$ cat config.mk
export PLATFORM = sky130hd
export DESIGN_NAME = mem_port_arbiter
export DESIGN_NICKNAME = d
export VERILOG_FILES = /design/src/rtl/mem_port_arbiter.sv
export SDC_FILE = /design/constraint.sdc
export NUM_CORES = 1
export LEC_CHECK = 0
export BUFFER_PORTS_ARGS = -buffer_cell sky130_fd_sc_hd__clkbuf_2
export CORE_MARGIN = 2
export CORE_UTILIZATION = 42
export DETAILED_ROUTE_END_ITERATION = 8
export GPL_TIMING_DRIVEN = 0
export HOLD_SLACK_MARGIN = 0.02
export PLACE_DENSITY_LB_ADDON = 0.3
export SYNTH_ARGS = -nofsm -noshare
export SYNTH_HDL_FRONTEND = slang
export SYNTH_SLANG_ARGS = --single-unit
$ cat constraint.sdc
create_clock -name clk -period 1.6 [get_ports clk]
set_input_delay 0.24 -clock clk [delete_from_list [all_inputs] [get_ports clk]]
set_output_delay 0.24 -clock clk [all_outputs]
set_load 0.02 [all_outputs]
$ cat src/rtl/mem_port_arbiter.sv
// Two-port arbiter for the unified memory port: core has fixed priority, DMA gets a starvation override.
// Optional build macro ARB_STATS_EN adds completion and timeout counters.
module mem_port_arbiter #(
  parameter int ADDR_W   = 32,
  parameter int DATA_W   = 32,
  parameter int MAX_WAIT = 8,
  parameter int TIMEOUT  = 255
) (
  input  logic              clk,
  input  logic              reset_n,
  input  logic              c_req,
  input  logic              c_we,
  input  logic [ADDR_W-1:0] c_addr,
  input  logic [DATA_W-1:0] c_wdata,
  output logic              c_gnt,
  output logic              c_done,
  output logic [DATA_W-1:0] c_rdata,
  output logic              c_err,
  input  logic              d_req,
  input  logic              d_we,
  input  logic [ADDR_W-1:0] d_addr,
  input  logic [DATA_W-1:0] d_wdata,
  output logic              d_gnt,
  output logic              d_done,
  output logic [DATA_W-1:0] d_rdata,
  output logic              d_err,
  output logic              mem_req,
  output logic              mem_we,
  output logic [ADDR_W-1:0] mem_addr,
  output logic [DATA_W-1:0] mem_wdata,
  input  logic              mem_ready,
  input  logic [DATA_W-1:0] mem_rdata,
`ifdef ARB_STATS_EN
  output logic [15:0]       c_cnt,
  output logic [15:0]       d_cnt,
  output logic [15:0]       tmo_cnt_total,
`endif
  output logic              busy,
  output logic              owner
);

  typedef enum logic [1:0] {IDLE, ACCESS, RESP} state_t;

  localparam logic [7:0] MAX_W    = 8'(MAX_WAIT);
  localparam logic [7:0] TMO_LAST = (TIMEOUT == 0) ? 8'd0 : 8'(TIMEOUT - 1);
  localparam logic       TMO_EN   = (TIMEOUT != 0);

  state_t            state_q, state_d;
  logic [7:0]        wait_cnt_q, wait_cnt_d;
  logic [7:0]        tmo_cnt_q, tmo_cnt_d;
  logic              owner_q, owner_d;
  logic              we_q, we_d;
  logic              err_q, err_d;
  logic [ADDR_W-1:0] addr_q, addr_d;
  logic [DATA_W-1:0] wdata_q, wdata_d;
  logic [DATA_W-1:0] c_rdata_q, c_rdata_d;
  logic [DATA_W-1:0] d_rdata_q, d_rdata_d;
  logic [DATA_W-1:0] resp_data;
  logic              tmo_hit;

  assign tmo_hit = TMO_EN && (tmo_cnt_q == TMO_LAST);

  always_comb begin
    state_d   = state_q;
    owner_d   = owner_q;
    we_d      = we_q;
    addr_d    = addr_q;
    wdata_d   = wdata_q;
    err_d     = err_q;
    tmo_cnt_d = tmo_cnt_q;
    c_rdata_d = c_rdata_q;
    d_rdata_d = d_rdata_q;
    resp_data = '0;
    c_gnt     = 1'b0;
    d_gnt     = 1'b0;
    mem_req   = 1'b0;
    unique case (state_q)
      IDLE: begin
        if (d_req && (wait_cnt_q == MAX_W)) d_gnt = 1'b1;
        else if (c_req)                     c_gnt = 1'b1;
        else if (d_req)                     d_gnt = 1'b1;
        if (c_gnt || d_gnt) begin
          state_d   = ACCESS;
          owner_d   = d_gnt;
          we_d      = d_gnt ? d_we    : c_we;
          addr_d    = d_gnt ? d_addr  : c_addr;
          wdata_d   = d_gnt ? d_wdata : c_wdata;
          tmo_cnt_d = '0;
        end
      end
      ACCESS: begin
        mem_req = 1'b1;
        if (mem_ready || tmo_hit) begin
          // a timed-out access completes with zeroed read data
          state_d   = RESP;
          err_d     = !mem_ready;
          resp_data = mem_ready ? mem_rdata : '0;
          if (owner_q) d_rdata_d = resp_data;
          else         c_rdata_d = resp_data;
        end else begin
          tmo_cnt_d = tmo_cnt_q + 8'd1;
        end
      end
      RESP:    state_d = IDLE;
      default: state_d = IDLE;
    endcase

    if (!d_req || d_gnt)        wait_cnt_d = '0;
    else if (wait_cnt_q < MAX_W) wait_cnt_d = wait_cnt_q + 8'd1;
    else                         wait_cnt_d = wait_cnt_q;
  end

  always_ff @(posedge clk or negedge reset_n) begin
    if (!reset_n) begin
      state_q    <= IDLE;
      wait_cnt_q <= '0;
      tmo_cnt_q  <= '0;
      owner_q    <= 1'b0;
      we_q       <= 1'b0;
      err_q      <= 1'b0;
      addr_q     <= '0;
      wdata_q    <= '0;
      c_rdata_q  <= '0;
      d_rdata_q  <= '0;
    end else begin
      state_q    <= state_d;
      wait_cnt_q <= wait_cnt_d;
      tmo_cnt_q  <= tmo_cnt_d;
      owner_q    <= owner_d;
      we_q       <= we_d;
      err_q      <= err_d;
      addr_q     <= addr_d;
      wdata_q    <= wdata_d;
      c_rdata_q  <= c_rdata_d;
      d_rdata_q  <= d_rdata_d;
    end
  end

  assign mem_we    = (state_q == ACCESS) && we_q;
  assign mem_addr  = addr_q;
  assign mem_wdata = wdata_q;
  assign busy      = (state_q != IDLE);
  assign owner     = owner_q;
  assign c_done    = (state_q == RESP) && !owner_q;
  assign d_done    = (state_q == RESP) && owner_q;
  assign c_err     = c_done && err_q;
  assign d_err     = d_done && err_q;
  assign c_rdata   = c_rdata_q;
  assign d_rdata   = d_rdata_q;

`ifdef ARB_STATS_EN
  logic [15:0] c_cnt_q, d_cnt_q, tmo_tot_q;

  always_ff @(posedge clk or negedge reset_n) begin
    if (!reset_n) begin
      c_cnt_q   <= '0;
      d_cnt_q   <= '0;
      tmo_tot_q <= '0;
    end else begin
      if (c_done && (c_cnt_q != '1))                 c_cnt_q   <= c_cnt_q + 16'd1;
      if (d_done && (d_cnt_q != '1))                 d_cnt_q   <= d_cnt_q + 16'd1;
      if ((c_err || d_err) && (tmo_tot_q != '1))     tmo_tot_q <= tmo_tot_q + 16'd1;
    end
  end

  assign c_cnt         = c_cnt_q;
  assign d_cnt         = d_cnt_q;
  assign tmo_cnt_total = tmo_tot_q;
`endif

endmodule
### Word-level counts from Yosys, hierarchy flattened

Index checks and enable logic that the tools add are counted.

| cells by class | value |
|---|---|
| reduce and logical (&&, ||, !) cells | 22 |
| order comparisons | 1 |
| mux-type cells | 22 |
| eq/ne operators | 7 |
| add/subtract/negate cells | 2 |
| bitwise logic cells | 1 |

Operators with widths:

| cell | count |
|---|---|
| two-way mux 32 bit | 3 |
| two-way mux 8 bit | 4 |
| adder 8 x 1 -> 8 bit, second input constant | 2 |
| case mux 8 bit (2 select lines) | 1 |
| two-way mux 1 bit | 11 |
| AND reduction 3 bit | 3 |
| == test 8 x 4 -> 1 bit, second input constant | 1 |
| == test 8 bit, second input constant | 1 |
| less-than comparator 8 x 4 -> 1 bit, second input constant | 1 |
| logical AND 1 bit | 6 |
| inequality test 2 bit, second input constant | 3 |
| AND reduction 2 bit | 3 |
| nonzero test 2 bit | 3 |
| two-way mux 2 bit | 2 |
| case mux 2 bit (2 select lines) | 1 |
| zero test 1 bit | 3 |
| logical OR 1 bit | 3 |
| == test 2 x 1 -> 1 bit, second input constant | 1 |
| == test 2 bit, second input constant | 1 |
| zero test 2 bit | 1 |
| NOT 1 bit | 1 |

| storage, ports and cells | value |
|---|---|
| register bits after elaboration | 149 |

### Longest topological paths before layout

Gate-level depths: netlist of the first run.

| depth | value |
|---|---|
| word-level depth | 7 |
| gate-level depth with buffers | 8 |
| mapped depth without buffers | 7 |

### Least setup slack after synthesis of the first run

Ideal clock, no wire load.

| timing | value |
|---|---|
| path kind | reg2out |
| start | reg owner_q (netlist: owner) |
| end | out c_err |
| data required time | 1.360 ns |
| path buffers | 3 |
| arrival | 1.417 ns |
| path slack | -0.057 ns |
| stages on the path, launching flop included | 5 |
| cells stage by stage | dfrtp_1 clkbuf_1 clkbuf_1 buf_1 nor2_1 |

| between the ends | value |
|---|---|
| word-level cells in the longest chain between the ends | 3 |

RTL lines:

| element | line | source |
|---|---|---|
| start: declaration | 51 | `logic owner_q, owner_d;` |
| start signal: assignment | 129 | `owner_q <= owner_d;` |
| zero test 1 bit | 144 | `assign c_done = (state_q == RESP) && !owner_q;` |
| logical AND 1 bit | 144 |  |
| logical AND 1 bit | 146 | `assign c_err = c_done && err_q;` |
| end: declaration | 18 | `output logic c_err,` |

No other way between the ends.

### Worst setup path in the final report of the first run

| timing | value |
|---|---|
| start | reg wait_cnt_q[0] |
| end | out d_gnt |

| between the ends | value |
|---|---|
| word-level cells in the longest chain between the ends | 5 |

RTL lines:

| element | line | source |
|---|---|---|
| start: declaration | 49 | `logic [7:0] wait_cnt_q, wait_cnt_d;` |
| start signal: assignment | 127 | `wait_cnt_q <= wait_cnt_d;` |
| == test 8 x 4 -> 1 bit | 79 | `if (d_req && (wait_cnt_q == MAX_W)) d_gnt = 1'b1;` |
| logical AND 1 bit | 79 |  |
| two-way mux 1 bit | 79 |  |
| two-way mux 1 bit (2 in series) | 77 | `unique case (state_q)` |
| end: declaration | 23 | `output logic d_gnt,` |

No other way between the ends. The select of a mux whose other input is x is not followed.

==> flow_summary.toml, run 1 <==
[status]
status = "finished with violations"
violations = "negative setup slack"

[synth]
postSynthRegisterBits = 149
ys_warn_count = 0
seq_area_frac_synth_pct = 58.2
ys.flop_type = "sky130_fd_sc_hd__dfrtp_1"
synth_instances = 646
synth.cell_area_um2 = 6400
netlist-cell-type-count = 39
syn-num-nets = 817
ys_async_sr_fraction_pct = 100
synth-edff-count = 0
avg_inst_size_synth_um2 = 9.91

[worst_setup_path]
critical_path.reg2reg.startpoint = "wait_cnt_q[0]"
cp_data_arrival_time_ns = 1.72
crit_start = "wait_cnt_q[0]"
endpoint_kind = "output port"
worst-r2r-setup-slack_ns = -0.23
worstPathCellList = "inv_2, ha_4, and4b_2, a21boi_2, buf_6, nor2_4, buf_8"
timing.critical_path.slowest_stage_cell = "sky130_fd_sc_hd__dfrtp_1"
timing.rr.end = "mem_addr[28]"
worst-path-max-fanout = 2
data_required_critical_path_ns = 1.36
critical_path_class = "reg2out"
reg2regPathDepth = 9
critical-path-max-stage-delay_ns = 0.38
start_kind = "flip-flop"

[route]
routed_via_density = 5.30
number_of_nets_still_failing_antenna_checks_after_routing = 0
route.detailed.wl_per_inst_um = 17.3
drt_iter0_markers = 397
drt_pass1_iterations = 5
routed-via-count = 6475
drc = 0
drt_wl_total_mm = 21.1

[clock_network]
clk_latency_ns = 0.42
clock_tree.root_cell = "sky130_fd_sc_hd__clkbuf_16"
cts.clk_slew.worst_paths_ns = 0.06
clock_sinks = 149
cts.path.max_buffers = 2
cts_tree = "done"
cts_inserted_buffers = 17
ctsHtreeMaxLevel = 4

[placed_design]
place_worst_setup_slack_ns = -0.401
port_buffers = 304
hpwl_mm = 14.0
place_congestion = 0.831

[pwr]
p_total_uw = 20100
power.density_nw_per_um2 = 2010
ir_worst_vdd_mv = 0.898
leakagePower_uw = 0.00481

[sta]
hold-worst-slack_ns = 0.0328
maxSlewViolCount = 0
finalWorstPathRequiredPeriod_ns = 1.96
setup-tns-final_ns = -13.48
worst_slew_pin_slew_ns = 0.961
upper_clock_frequency_limit_mhz = 511
layout_setup_ws_ns = -0.355
setup_viol = 131
final_hold_viol_count = 0
period_share_pct = 122
slew_headroom_pct = 36.0
setup_repair_after_global_routing_missed_its_margin = "true"
clock-skew-final_ns = 0.0122

[final_layout]
synthToLayoutAreaGrowth_pct = 56.3
commonest_cells_after_routing_fill_and_taps_aside = "sky130_fd_sc_hd__clkbuf_2, sky130_fd_sc_hd__dfrtp_1, sky130_fd_sc_hd__a21oi_1"
drive_gt1_share_pct = 47.4
utilization_pct = 66.6
finalNetCount = 1192
commonest_non_fill_non_tap_cell_in_the_layout = "sky130_fd_sc_hd__clkbuf_2"
antennaDiodeCount = 0

[min_path]
hold_end = "mem_addr[21]"
min-delay-start = "d_addr[21]"
min_path_cells = 3
min-delay-path-class = "in2reg"

[global_route]
grt.overflow.total = 0
grt_antenna_before_repair = 0
overall_routing_resource_usage_pct = 24.7
vias_in_the_first_global_route = 6234
grt_start_max_net_pins = 109
grt_first_pass_wirelength_mm = 31.8

[flow_run]
timing.max_cap.violations = 0

[floorplan]
die_x_extent_um = 127
floorplan.die_area_um2 = 16200
die_height_um = 127
core.rowCount = 45
design.core.area_um2 = 15000
floorplan.initialDensity_pct = 42.6
count_of_pins_on_the_block_boundary = 305
final cells by class:
| type | instances | area, um^2 |
|---|---|---|
| Buffer | 50 | 440 |
| Tap cell | 188 | 235 |
| Fill cell | 1211 | 5020 |
| Timing Repair Buffer | 357 | 2140 |
| Inverter | 7 | 26.3 |
| Sequential cell | 149 | 3730 |
| Multi-Input combinational cell | 439 | 2860 |
| Clock buffer | 22 | 474 |
| Clock inverter | 10 | 96.3 |
worst max path at each step:
stage	endpoint	slack, ns	depth (start not counted)
finish	d_gnt	-0.36	7
CTS	d_gnt	-0.34	7
floorplan	d_gnt	-0.04	6
global placement	mem_wdata[22]	-2.36	1
detailed placement	mem_addr[10]	-0.40	6
global route	d_gnt	-0.42	7
through the flow:
step / cells / instance area [um^2]
2_1_floorplan: 646 / 6400
3_3_place_gp: 1138 / 8160
3_5_place_dp: 1139 / 8200
4_1_cts: 1199 / 9210
5_1_grt: 1222 / 10000
6_report: 1222 / 10000
worst max-delay path: cells and delay by family (launching register included):
family,cells,cell delay [ns]
flip-flops,1,0.38
buffers and inverters,3,0.32
AND/OR/NAND/NOR,2,0.28
AO/OA/AOI/OAI,1,0.17
adder cells (fa/ha/maj),1,0.15
cells in the mapped netlist (all sizes together), types with 7 or more instances:
cell       n  area [um^2]
a32o      32          320
nand3      9         45.0
o2bb2ai   32          280
nand2    101          379
dfrtp    149         3730
a21oi    137          686
nor2      73          274
inv        7         26.3
and2       9         56.3
clkbuf    19         71.3
buf       32          170
timing repair:
| item | in CTS | in global routing |
|---|---|---|
| buffers inserted | 14 | 20 |
| pin swaps | 7 | 21 |
| gates cloned | 2 | 4 |
| hold buffers | 13 | 0 |
| endpoints found under the hold margin | 53 | 0 |
| gates resized for setup | 66 | 149 |
| setup endpoints to repair | 143 | 156 |
sequential cells by signal, indices dropped and copies added (netlist names):
register    cells
c_rdata        32
d_rdata        32
err_q           1
mem_addr       32
mem_wdata      32
owner           1
state_q         2
tmo_cnt_q       8
wait_cnt_q      8
we_q            1
power by group:
group | internal [uW] | total, uW | switching, uW
Clock | 2270 | 3880 | 1610
Combinational | 3950 | 9730 | 5780
Sequential | 5430 | 6510 | 1070
cell families after synthesis:
group,synth area share [%]
AO/OA/AOI/OAI,22.8
adder cells (fa/ha/maj),0.782
flip-flops,58.2
buffers and inverters,4.18
AND/OR/NAND/NOR,13.8
XOR/XNOR,0.274
metal layers:
| layer | global-route usage [%] | vias to the layer above | share of wire [%] |
|---|---|---|---|
| met5 | 0 | - | 0 |
| met2 | 41.5 | 254 | 51 |
| li1 | - | 3027 | - |
| met1 | 30.5 | 3164 | 40 |
| met4 | 9.50 | 0 | 2.1 |
| met3 | 6.87 | 30 | 7.0 |
Power figures use the tool's default switching activity.
==> run 2: changes to the inputs <==
==> constraint.sdc (replaced) <==
create_clock -name clk -period 1.6 [get_ports clk]
set_input_delay 0.08 -clock clk [delete_from_list [all_inputs] [get_ports clk]]
set_output_delay 0.08 -clock clk [all_outputs]
set_load 0.02 [all_outputs]
==> run 2 against run 1 <==
The run still ends with negative setup slack left. Final cell count up 13%. Critical path depth is 2 higher. Count of clock-buffer cells in the layout is 3 lower. Sequential power increased by 3%. Non-clock buffer count grew 152. Flip-flop and latch count stayed put. Sequential share of layout area down 6.8 points. Register-to-register slack got worse by 0.02 ns. Die area unchanged. Utilization up 15 points. Clock skew is 0.00077 ns higher. Combinational power rose by 12%. Critical endpoint is now mem_addr[4]. Largest cell class is now non-clock buffers. Largest power group unchanged.
==> flow_summary.toml, run 2 (synthesis results as in run 1) <==
[route]
drt_pass1_iterations = 5
number_of_nets_still_failing_antenna_checks_after_routing = 0
route.detailed.wl_per_inst_um = 21.4
routed_via_density = 5.68
routed-via-count = 7822
drc = 0
drt_iter0_markers = 620
drt_wl_total_mm = 29.5

[sta]
maxSlewViolCount = 0
hold-worst-slack_ns = 0.0986
setup_viol = 89
upper_clock_frequency_limit_mhz = 542
clock-skew-final_ns = 0.0130
setup-tns-final_ns = -11.67
layout_setup_ws_ns = -0.246
worst_slew_pin_slew_ns = 0.985
finalWorstPathRequiredPeriod_ns = 1.85
period_share_pct = 115
slew_headroom_pct = 34.3
setup_repair_after_global_routing_missed_its_margin = "true"
final_hold_viol_count = 0

[final_layout]
finalNetCount = 1344
synthToLayoutAreaGrowth_pct = 91.1
final-instance-count-excl-fill = 1378
post-route-cell-area_um2 = 12200
commonest_cells_after_routing_fill_and_taps_aside = "sky130_fd_sc_hd__clkbuf_2, sky130_fd_sc_hd__dlygate4sd3_1, sky130_fd_sc_hd__dfrtp_1"
commonest_non_fill_non_tap_cell_in_the_layout = "sky130_fd_sc_hd__clkbuf_2"
drive_gt1_share_pct = 49.9

[clock_network]
cts_inserted_buffers = 17
ctsHtreeMaxLevel = 4
clock_tree.root_cell = "sky130_fd_sc_hd__clkbuf_16"
clk_latency_ns = 0.42
clock_sinks = 149
cts.path.max_buffers = 2
cts_tree = "done"
cts.clk_slew.worst_paths_ns = 0.06

[status]
violations = "negative setup slack"
status = "finished with violations"

[global_route]
grt.overflow.total = 0
overall_routing_resource_usage_pct = 28.6
grt_antenna_before_repair = 4
grt_first_pass_wirelength_mm = 37.0
grt_start_max_net_pins = 94
vias_in_the_first_global_route = 7503

[flow_run]
timing.max_cap.violations = 0

[pwr]
power.density_nw_per_um2 = 1770
leakagePower_uw = 0.00576
ir_worst_vdd_mv = 0.934

[worst_setup_path]
worstPathCellList = "inv_1, ha_2, and4b_2, a21boi_4, buf_6, buf_12, buf_12, a21oi_1, a21oi_2"
data_required_critical_path_ns = 1.94
timing.critical_path.slowest_stage_cell = "sky130_fd_sc_hd__dfrtp_1"
start_kind = "flip-flop"
timing.rr.end = "mem_addr[4]"
crit_path_depth = 9
reg2regPathDepth = 9
worstPathBufferInverterCount = 4
critical-path-max-stage-delay_ns = 0.38
crit_start = "wait_cnt_q[0]"
endpoint_kind = "flip-flop"
worst-path-max-fanout = 10
critical_path.endpoint = "mem_addr[4]"
cp_data_arrival_time_ns = 2.19
worst-r2r-setup-slack_ns = -0.25
crit_path_frequent_cell = "sky130_fd_sc_hd__buf_12"
cpLargestDelayFamily = "buffers and inverters"
critical_path_class = "reg2reg"
critical_path.reg2reg.startpoint = "wait_cnt_q[0]"

[floorplan]
floorplan.die_area_um2 = 16200
floorplan.initialDensity_pct = 42.6
core.rowCount = 45
die_height_um = 127
design.core.area_um2 = 15000
die_x_extent_um = 127
count_of_pins_on_the_block_boundary = 305

[placed_design]
dpl_cell_area_um2 = 8200
place_congestion = 0.869
dp_cells = 1139
port_buffers = 304
hpwl_mm = 14.1

[min_path]
min-delay-path-class = "in2reg"
min_path_cells = 3
## run 2: cell types whose count changed in the layout (fill, tap and decap cells not counted), sizes merged
cell / delta
dlygate4sd3: +152
clkbuf: +1
clkinvlp: -3
bufinv: +1
clkinv: +4
inv: +1
diode: +4
buf: -4
## run 2: stage by stage
stage	util [%]	worst slack [ns]	total power, uW
2_1_floorplan	-	-0.0363	11400
3_3_place_gp	54.3	-2.20	14300
3_5_place_dp	54.5	-0.435	14500
4_1_cts	72.0	-0.208	19100
5_1_grt	81.4	-0.306	22500
6_report	81.4	-0.246	21600
## run 2: worst min path at each step
stage	start	end	slack, ns
final	mem_ready	tmo_cnt_q[7]	0.1
after global routing	mem_ready	tmo_cnt_q[7]	0.10
after CTS	mem_ready	tmo_cnt_q[7]	0.05
after detailed placement	reset_n	c_rdata[9]	0.08
after global placement	d_wdata[22]	mem_wdata[22]	0.30
after floorplan	reset_n	c_rdata[0]	-0.22
## run 2: repair_timing
| action | in CTS | in global routing |
|---|---|---|
| pin swaps | 13 | 88 |
| endpoints found under the hold margin | 186 | 1 |
| hold buffers | 164 | 1 |
| setup endpoints to repair | 141 | 153 |
| gates resized for setup | 85 | 275 |
| gates cloned | 4 | 6 |
| buffers inserted | 11 | 18 |
## run 2: worst reg2reg max path: stages, from the launching register on
cell	delay, ns
sky130_fd_sc_hd__dfrtp_1	0.38
sky130_fd_sc_hd__inv_1	0.06
sky130_fd_sc_hd__ha_2	0.16
sky130_fd_sc_hd__and4b_2	0.25
sky130_fd_sc_hd__a21boi_4	0.18
sky130_fd_sc_hd__buf_6	0.14
sky130_fd_sc_hd__buf_12	0.15
sky130_fd_sc_hd__buf_12	0.18
sky130_fd_sc_hd__a21oi_1	0.10
sky130_fd_sc_hd__a21oi_2	0.18
## run 2: layout make-up
type | count | area [um^2]
Sequential cell | 149 | 3730
Timing Repair Buffer | 509 | 3710
Multi-Input combinational cell | 439 | 3450
Fill cell | 788 | 2790
Buffer | 50 | 482
Clock buffer | 19 | 443
Tap cell | 188 | 235
Clock inverter | 13 | 148
Inverter | 7 | 28.8
Antenna cell | 4 | 10.0
## run 2: per-layer routing
layer  part of all wire, %  wire (um)  track usage [%]  up-vias
li1                      -          -                -     3341
met1                    36      10500             33.3     3810
met2                    51      15000             48.5      523
met3                   7.7       2290             7.37      148
met4                   5.8       1710             15.1        0
met5                     0          0                0        -
## run 2: where the power goes
part	total [uW]	internal, uW	switching, uW
clock network	4030	2360	1670
registers	6690	5440	1250
logic	10900	4260	6640
